[src/rtl/cfu_idiv_responder.sv]
// CFU-LI level-2 responder: serial unsigned DIVU/REMU behind a valid/ready handshake.
// Restoring shift-subtract, one quotient bit per clock, one request in flight.
module cfu_idiv_responder #(
    parameter int CFU_VERSION        = 0,
    parameter int CFU_INTERFACE_ID_W = 16,
    parameter int CFU_FUNCTION_ID_W  = 1,
    parameter int CFU_REQ_RESP_ID_W  = 6,
    parameter int CFU_REQ_DATA_W     = 32,
    parameter int CFU_RESP_DATA_W    = CFU_REQ_DATA_W,
    parameter int CFU_STATUS_W       = 2,
    parameter int IID_IDIV           = 1001
) (
    input  logic                          clock,
    input  logic                          reset,
    input  logic                          clock_en,
    input  logic                          req_valid,
    output logic                          req_ready,
    input  logic [CFU_INTERFACE_ID_W-1:0] req_interface_id,
    input  logic [CFU_FUNCTION_ID_W-1:0]  req_function_id,
    input  logic [CFU_REQ_RESP_ID_W-1:0]  req_id,
    input  logic [CFU_REQ_DATA_W-1:0]     req_data0,
    input  logic [CFU_REQ_DATA_W-1:0]     req_data1,
    output logic                          resp_valid,
    input  logic                          resp_ready,
    output logic [CFU_REQ_RESP_ID_W-1:0]  resp_id,
    output logic [CFU_STATUS_W-1:0]       resp_status,
    output logic [CFU_RESP_DATA_W-1:0]    resp_data
);

    localparam int W     = CFU_REQ_DATA_W;
    localparam int CNT_W = $clog2(W + 1);

    localparam logic [CFU_STATUS_W-1:0]       ST_OK        = CFU_STATUS_W'(0);
    localparam logic [CFU_STATUS_W-1:0]       ST_ERR_IFACE = CFU_STATUS_W'(1);
    localparam logic [CFU_STATUS_W-1:0]       ST_ERR_FUNC  = CFU_STATUS_W'(2);
    localparam logic [CFU_INTERFACE_ID_W-1:0] IID          = CFU_INTERFACE_ID_W'(IID_IDIV);
    localparam logic [CNT_W-1:0]              CNT_LAST     = CNT_W'(1);

    if (CFU_VERSION < 0 || CFU_RESP_DATA_W != CFU_REQ_DATA_W || CFU_STATUS_W < 2) begin : g_bad_params
        $error("cfu_idiv_responder: unsupported parameter set");
    end

    typedef enum logic [1:0] {
        S_IDLE = 2'd0,
        S_BUSY = 2'd1,
        S_RESP = 2'd2
    } state_t;

    state_t state, state_next;

    logic [W-1:0]                 quo, rem, dvs;
    logic [CNT_W-1:0]             cnt;
    logic                         func_rem;
    logic [CFU_REQ_RESP_ID_W-1:0] id_q;
    logic [CFU_STATUS_W-1:0]      status_q;
    logic [CFU_RESP_DATA_W-1:0]   data_q;

    logic         accept, bad_iid, bad_func, div_zero, fast_path;
    logic [W:0]   rem_shift;
    logic [W-1:0] rem_diff, rem_next, quo_next;
    logic         rem_ge;

    // Function ids above REMU only exist when the id field is wider than one bit.
    if (CFU_FUNCTION_ID_W > 1) begin : g_func_check
        assign bad_func = |req_function_id[CFU_FUNCTION_ID_W-1:1];
    end else begin : g_no_func_check
        assign bad_func = 1'b0;
    end

    // NOTE: every signal written in always_comb gets a value on every path, so no latch is inferred.
    always_comb begin
        accept    = req_valid && req_ready;
        bad_iid   = (req_interface_id != IID);
        div_zero  = (req_data1 == '0);
        fast_path = bad_iid || bad_func || div_zero;
    end

    // The shifted remainder can reach W+1 bits; the difference always fits back in W.
    always_comb begin
        rem_shift = {rem, quo[W-1]};
        rem_ge    = (rem_shift >= {1'b0, dvs});
        rem_diff  = rem_shift[W-1:0] - dvs;
        rem_next  = rem_ge ? rem_diff : rem_shift[W-1:0];
        quo_next  = {quo[W-2:0], rem_ge};
    end

    // NOTE: sequential state uses non-blocking assignments so every register samples pre-edge values.
    always_ff @(posedge clock) begin
        if (!reset) begin
            state <= S_IDLE;
        end else if (clock_en) begin
            state <= state_next;
        end
    end

    always_comb begin
        state_next = state;
        case (state)
            S_IDLE:  if (accept) state_next = fast_path ? S_RESP : S_BUSY;
            S_BUSY:  if (cnt == CNT_LAST) state_next = S_RESP;
            S_RESP:  if (resp_ready) state_next = S_IDLE;
            default: state_next = S_IDLE;
        endcase
    end

    always_ff @(posedge clock) begin
        if (!reset) begin
            quo      <= '0;
            rem      <= '0;
            dvs      <= '0;
            cnt      <= '0;
            func_rem <= 1'b0;
            id_q     <= '0;
            status_q <= '0;
            data_q   <= '0;
        end else if (clock_en) begin
            if (accept) begin
                id_q     <= req_id;
                func_rem <= req_function_id[0];
                quo      <= req_data0;
                dvs      <= req_data1;
                rem      <= '0;
                cnt      <= CNT_W'(W);
                if (bad_iid) begin
                    status_q <= ST_ERR_IFACE;
                    data_q   <= '0;
                end else if (bad_func) begin
                    status_q <= ST_ERR_FUNC;
                    data_q   <= '0;
                end else if (div_zero) begin
                    status_q <= ST_OK;
                    data_q   <= req_function_id[0] ? req_data0 : '1;
                end
            end else if (state == S_BUSY) begin
                rem <= rem_next;
                quo <= quo_next;
                cnt <= cnt - CNT_LAST;
                // The last step's result is captured on the same edge that enters RESP.
                if (cnt == CNT_LAST) begin
                    status_q <= ST_OK;
                    data_q   <= func_rem ? rem_next : quo_next;
                end
            end
        end
    end

    always_comb begin
        req_ready   = (state == S_IDLE) && reset;
        resp_valid  = (state == S_RESP);
        resp_id     = id_q;
        resp_status = status_q;
        resp_data   = data_q;
    end

endmodule

[config.mk]
export PLATFORM = sky130hd
export DESIGN_NAME = cfu_idiv_responder
export DESIGN_NICKNAME = d
export VERILOG_FILES = /design/src/rtl/cfu_idiv_responder.sv
export SDC_FILE = /design/constraint.sdc
export NUM_CORES = 1
export LEC_CHECK = 0
export CORE_AREA = 3 3 129 131
export DETAILED_ROUTE_END_ITERATION = 12
export DIE_AREA = 0 0 132 134
export PLACE_DENSITY_LB_ADDON = 0.12
export SLEW_MARGIN = 40
export SYNTH_ARGS = -nofsm -noshare
export SYNTH_HDL_FRONTEND = slang
export SYNTH_SLANG_ARGS = --single-unit
[constraint.sdc]
create_clock -name clock -period 6.5 [get_ports clock]
set_clock_uncertainty 0.05 [all_clocks]
set_input_delay 0.975 -clock clock [delete_from_list [all_inputs] [get_ports clock]]
set_output_delay 0.975 -clock clock [all_outputs]
set_load 0.05 [all_outputs]
# After elaboration in Yosys (flattened, before gate mapping)
# Index checks and enable logic that the tools add are counted.
# Widths: inputs -> output; s select.
# classes
n_addsub	2
reduce_logical	11
n_eq_ne	8
magnitude_cmp	1
muxes	24
# ops
op	n
$mux 32	12
$ge 33x32->1	1
$logic_not 32->1	1
$sub 32x32->32	1
$mux 2	9
$ne 16x10->1 const B	1
$mux 6	2
$reduce_and 4->1	2
$eq 6x1->1 const B	1
$pmux 2 s3	1
$sub 6x1->6 const B	1
$ne 2x2->1 const B	2
$reduce_and 2->1	2
$reduce_bool 2->1	2
$ne 3x1->1 const B	1
$eq 2x1->1 const B	1
$eq 2x2->1 const B	1
$logic_and 1x1->1	2
$logic_not 2->1	1
$ne 2x1->1 const B	1
$logic_or 1x1->1	1
# totals
output_inout_bits	42
word_cells	55
register_bits	145

# Longest topological paths before layout
# depth
ltp_word	6
depth_mapped	14

# Worst setup path after synthesis
# No wires, ideal clock.
# synth_path
path_kind	input to register
from	input port reset
to	register data_q[27], in the netlist resp_data[27]
t_arrival_ns	3.441
path_slack_ns	2.951
cell_stages	11
path_cell_list	buf_2 inv_2 nor3_1 nand2_1 nor2_1 clkbuf_1 o21ai_0 nand2_1 o22ai_1 nor2_1 o21a_1
# synth_via
elab_chain_len	4
word_cells_on_any_way	7
classes_between	1 x eq/ne; 1 x mux; 5 x reduce/logical
# synth_lines
element	line	text
from (decl)	14	input logic reset,
$logic_and 1x1->1 *	148	req_ready = (state == S_IDLE) && reset;
net req_ready	17	output logic req_ready,
$logic_and 1x1->1 *	72	accept = req_valid && req_ready;
$ne 3x1->1 (no source line) / $reduce_bool 2->1 (equally long branches)	-	
$reduce_and 4->1 (no source line)	-	
to (signal assigned)	132	data_q <= req_function_id[0] ? req_data0 : '1;
to (signal assigned)	141	data_q <= func_rem ? rem_next : quo_next;
to (decl)	56	logic [CFU_RESP_DATA_W-1:0] data_q;
# The timed path passes the listed nets; every way through them passes the cells marked *.
# A chain may end at the register's enable or synchronous reset.

# Worst setup path after layout
# layout_path
from	input port reset
to	output port req_ready
# layout_via
elab_chain_len	1
# layout_lines
element	line
$logic_and 1x1->1	148
to (decl)	17
# No other way between the ends.

==> impl_metrics.py <==
metrics = {
    "route": {
        "routed_wl_um": 25800,
        "wl_per_cell_um": 17.9,
        "drt_first_pass_iters": 5,
        "drtIter0Drc": 961,
        "drc": 0,
        "num_vias": 8563,
        "viasPerCell": 5.96,
        "ant_nets": 0,
    },
    "worst_setup_path": {
        "worstReg2RegStart": "dvs[20]",
        "startpoint": "reset",
        "r2r_slack_ns": 2.82,
        "crit_type": "input pin to output pin",
        "r2r_end": "resp_data[9]",
        "critPathRequiredTime_ns": 5.47,
        "cp_slowest_cell": "clkdlybuf4s50_1",
        "reg2reg_depth": 11,
        "crit_path_end_kind": "output pin",
        "critPathCapture": "req_ready",
        "critical_path.cell_chain": "clkdlybuf4s50_1, buf_4, inv_2, buf_4, nor3_1, clkdlybuf4s50_1",
        "critPathMaxStageDelay_ns": 0.89,
        "start_kind": "input pin",
        "worst-path-max-fanout": 45,
        "arrival_ns": 3.38,
    },
    "clock_tree": {
        "clk_path_buf_depth": 2,
        "hold_buffers": 0,
        "cts_resized": 0,
        "postCtsSetupBuffers": 0,
        "cts_root_buffer": "clkbuf_16",
        "insertion_delay_ns": 0.43,
        "cts.sinks": 144,
        "cts_inserted_buffers": 17,
        "clk_pin_slew_ns": 0.06,
        "cts_max_level": 4,
        "cts_tree": "built",
    },
    "die": {
        "start_util_pct": 53.9,
        "ios": 134,
        "chipHeight_um": 134,
        "rows": 46,
        "dieWidth_um": 132,
        "die_area_um2": 17700,
        "core_area_um2": 15700,
    },
    "logic_synthesis": {
        "synth_compound_area_share_pct": 28.7,
        "ys_async_sr_fraction_pct": 0,
        "yosysTopAreaCell": "dfxtp_1",
        "yosys_warnings": 0,
        "synth_top_family_by_area": "compound AO/OA/AOI/OAI gates",
        "syn_nets": 1248,
        "synth_xor_area_share_pct": 2.69,
        "yosys.area_share.adder_pct": 5.26,
        "synth_edf_count": 0,
        "synth.distinct_cells": 75,
        "synth_area_leaders": "dfxtp_1 34%, nand2_1 9.2%, a21oi_1 7.7%, o21ai_0 5.7%, ha_1 5.0%",
        "synthFlopType": "dfxtp_1",
        "synth_cells": 1121,
        "synth_area_um2": 8470,
        "avgSynthCellArea_um2": 7.56,
        "ys_ff_latch": 144,
        "synth_mux_area_share_pct": 2.95,
        "yosysSeqAreaShare_pct": 34.0,
        "synthSimpleGateAreaFrac_pct": 20.3,
        "synth_top_area_share_pct": 34.0,
    },
    "global_routing": {
        "grt_pass1_wl_um": 42100,
        "grt_pass1_vias": 8176,
        "use_met2_pct": 44.1,
        "track_usage_pct": 29.2,
        "grt_overflow": 0,
        "grt_max_degree": 62,
        "grt_use_met3_pct": 7.43,
        "grt_use_met1_pct": 40.5,
        "top_usage_layer": "met2",
        "antenna_found_initial": 0,
    },
    "timing": {
        "tns_ns": 0,
        "hold_viol": 0,
        "period_minus_slack_ns": 4.40,
        "fin_ws_ns": 2.10,
        "rsz0062_at_grt": "no",
        "tightest_slew_ns": 0.825,
        "finalSetupViolations": 0,
        "relSlewSlack_pct": 44.8,
        "period_share_pct": 67.7,
        "finalMaxSlewViolations": 0,
        "fmax_ghz": 0.227,
    },
    "power_and_ir_drop": {
        "vdd_drop_max_mv": 0.210,
        "p_per_area_nw_per_um2": 237,
        "power_leakage_uw": 0.00397,
    },
    "cells_and_area": {
        "finalNonFillerCells": 1436,
        "antenna_cells": 0,
        "fin_area_um2": 10500,
        "fill_cells": 1389,
        "multi_input_area_um2": 5130,
        "register_area_um2": 2880,
        "synthToLayoutAreaGrowth_pct": 23.6,
        "final_layout_size_suffix_gt1_share_pct": 5.82,
        "layout.nets": 1334,
    },
    "placement": {
        "gp_congestion": 0.941,
        "portBuffers": 132,
        "dp.final_hpwl_um": 18300,
        "dpl-instance-area_um2": 9850,
        "pre_cts_ws_ns": 2.15,
        "dp.cells": 1404,
    },
    "hold_path": {
        "hold_class": "register to register",
    },
    "flow_run": {
        "maxCapViolations": 0,
    },
    "outcome": {
        "status": "completed",
    },
}
## cell usage after synthesis (3+ instances only)
library cell,count
a211o_1,14
a211oi_1,5
a21boi_0,3
a21o_1,15
a21oi_1,130
a21oi_2,4
a22o_1,3
a22oi_1,33
a31oi_1,15
a41oi_1,8
and2_1,19
buf_1,3
buf_2,9
buf_4,3
clkbuf_1,56
dfxtp_1,144
ha_1,34
inv_1,47
mux2i_1,22
nand2_1,207
nand2b_1,9
nand3_1,13
nand4_1,13
nor2_1,62
nor2b_1,3
nor3_1,13
nor3b_1,3
nor4_1,14
nor4b_1,4
o2111ai_1,5
o211ai_1,7
o21a_1,6
o21ai_0,97
o21ai_1,3
o21bai_1,6
o2bb2ai_1,6
o31a_1,4
or2_2,3
or3_1,5
xnor2_1,16
xor2_1,10
## sequential cells by signal (all words and copies together), names as in the netlist
| signal | cells |
|---|---|
| cnt | 6 |
| resp_data | 32 |
| resp_id | 6 |
| rem | 32 |
| func_rem | 1 |
| dvs | 32 |
| quo | 32 |
| resp_status | 1 |
| state | 2 |
## power by group
part | internal (uW) | switching [uW] | total (uW)
logic | 219 | 321 | 541
clock network | 590 | 429 | 1020
registers | 909 | 17.5 | 926
## logic make-up (layout without fill, tap and decap cells)
family,count (synthesis),after routing
compound gates,388,388
mux,24,24
simple gates,380,380
other cells,1,1
fa+ha+maj,35,35
xor+xnor,26,26
flops,144,144
buf+inv,123,222
## per-stage QoR
stage          total power (uW)  hold WS (ns)  utilization, %
2_1_floorplan              1310         0.386               -
3_3_place_gp               1470         0.393            62.5
3_5_place_dp               1470         0.397            62.7
4_1_cts                    2480         0.405            66.6
5_1_grt                    2570         0.423            66.7
6_report                   2490         0.406            66.7
## how the worst min path moves through the flow
stage	startpoint	to	slack, ns	cells after the start
3_3_place_gp	dvs[5]	dvs[5]	0.39	2
6_report	resp_id[5]	resp_id[5]	0.41	2
2_1_floorplan	dvs[10]	dvs[10]	0.39	2
4_1_cts	dvs[19]	dvs[19]	0.41	2
3_5_place_dp	dvs[19]	dvs[19]	0.40	2
5_1_grt	dvs[2]	dvs[2]	0.42	2
## layout make-up
type / instances / share of cell area [%]
Clock inverter: 14 / 1.60
Timing Repair Buffer: 142 / 13.4
Sequential cell: 144 / 27.5
Tap cell: 216 / 2.58
Clock buffer: 18 / 4.19
Inverter: 48 / 1.72
Multi-Input combinational cell: 854 / 49.0
## worst max-delay path, delay by kind of cell
family                 cells  cell delay [ns]
buffers and inverters      5             2.11
and+or+nand+nor            1             0.26
## metal layers
metal | share of wire (%) | wire length [um] | vias to the layer above
li1 | - | - | 4169
met1 | 45 | 11600 | 3951
met2 | 43 | 11200 | 399
met3 | 8.8 | 2270 | 44
met4 | 2.6 | 680 | 0
met5 | 0 | 0 | -
## placed cells by master (no fill, tap or decap), types with 4 or more instances in the layout
cell type,count
a21o_1,15
nor2_1,58
o21ai_0,97
o211ai_1,7
dfxtp_1,144
a21oi_1,130
inv_1,47
inv_6,5
o31a_1,4
nand2_1,207
a21oi_2,4
nor4_1,14
o2bb2ai_1,6
a31oi_1,15
a211o_1,14
a41oi_1,8
ha_1,34
a211oi_1,5
and2_1,18
clkdlybuf4s50_1,132
nand3_1,13
clkbuf_16,17
nor3_1,12
nand2b_1,9
xor2_1,10
buf_4,9
o21bai_1,6
nand4_1,13
or3_1,5
xnor2_1,16
mux2i_1,22
a22oi_1,33
o2111ai_1,5
o21a_1,5
(Power assumes the default switching activity.)
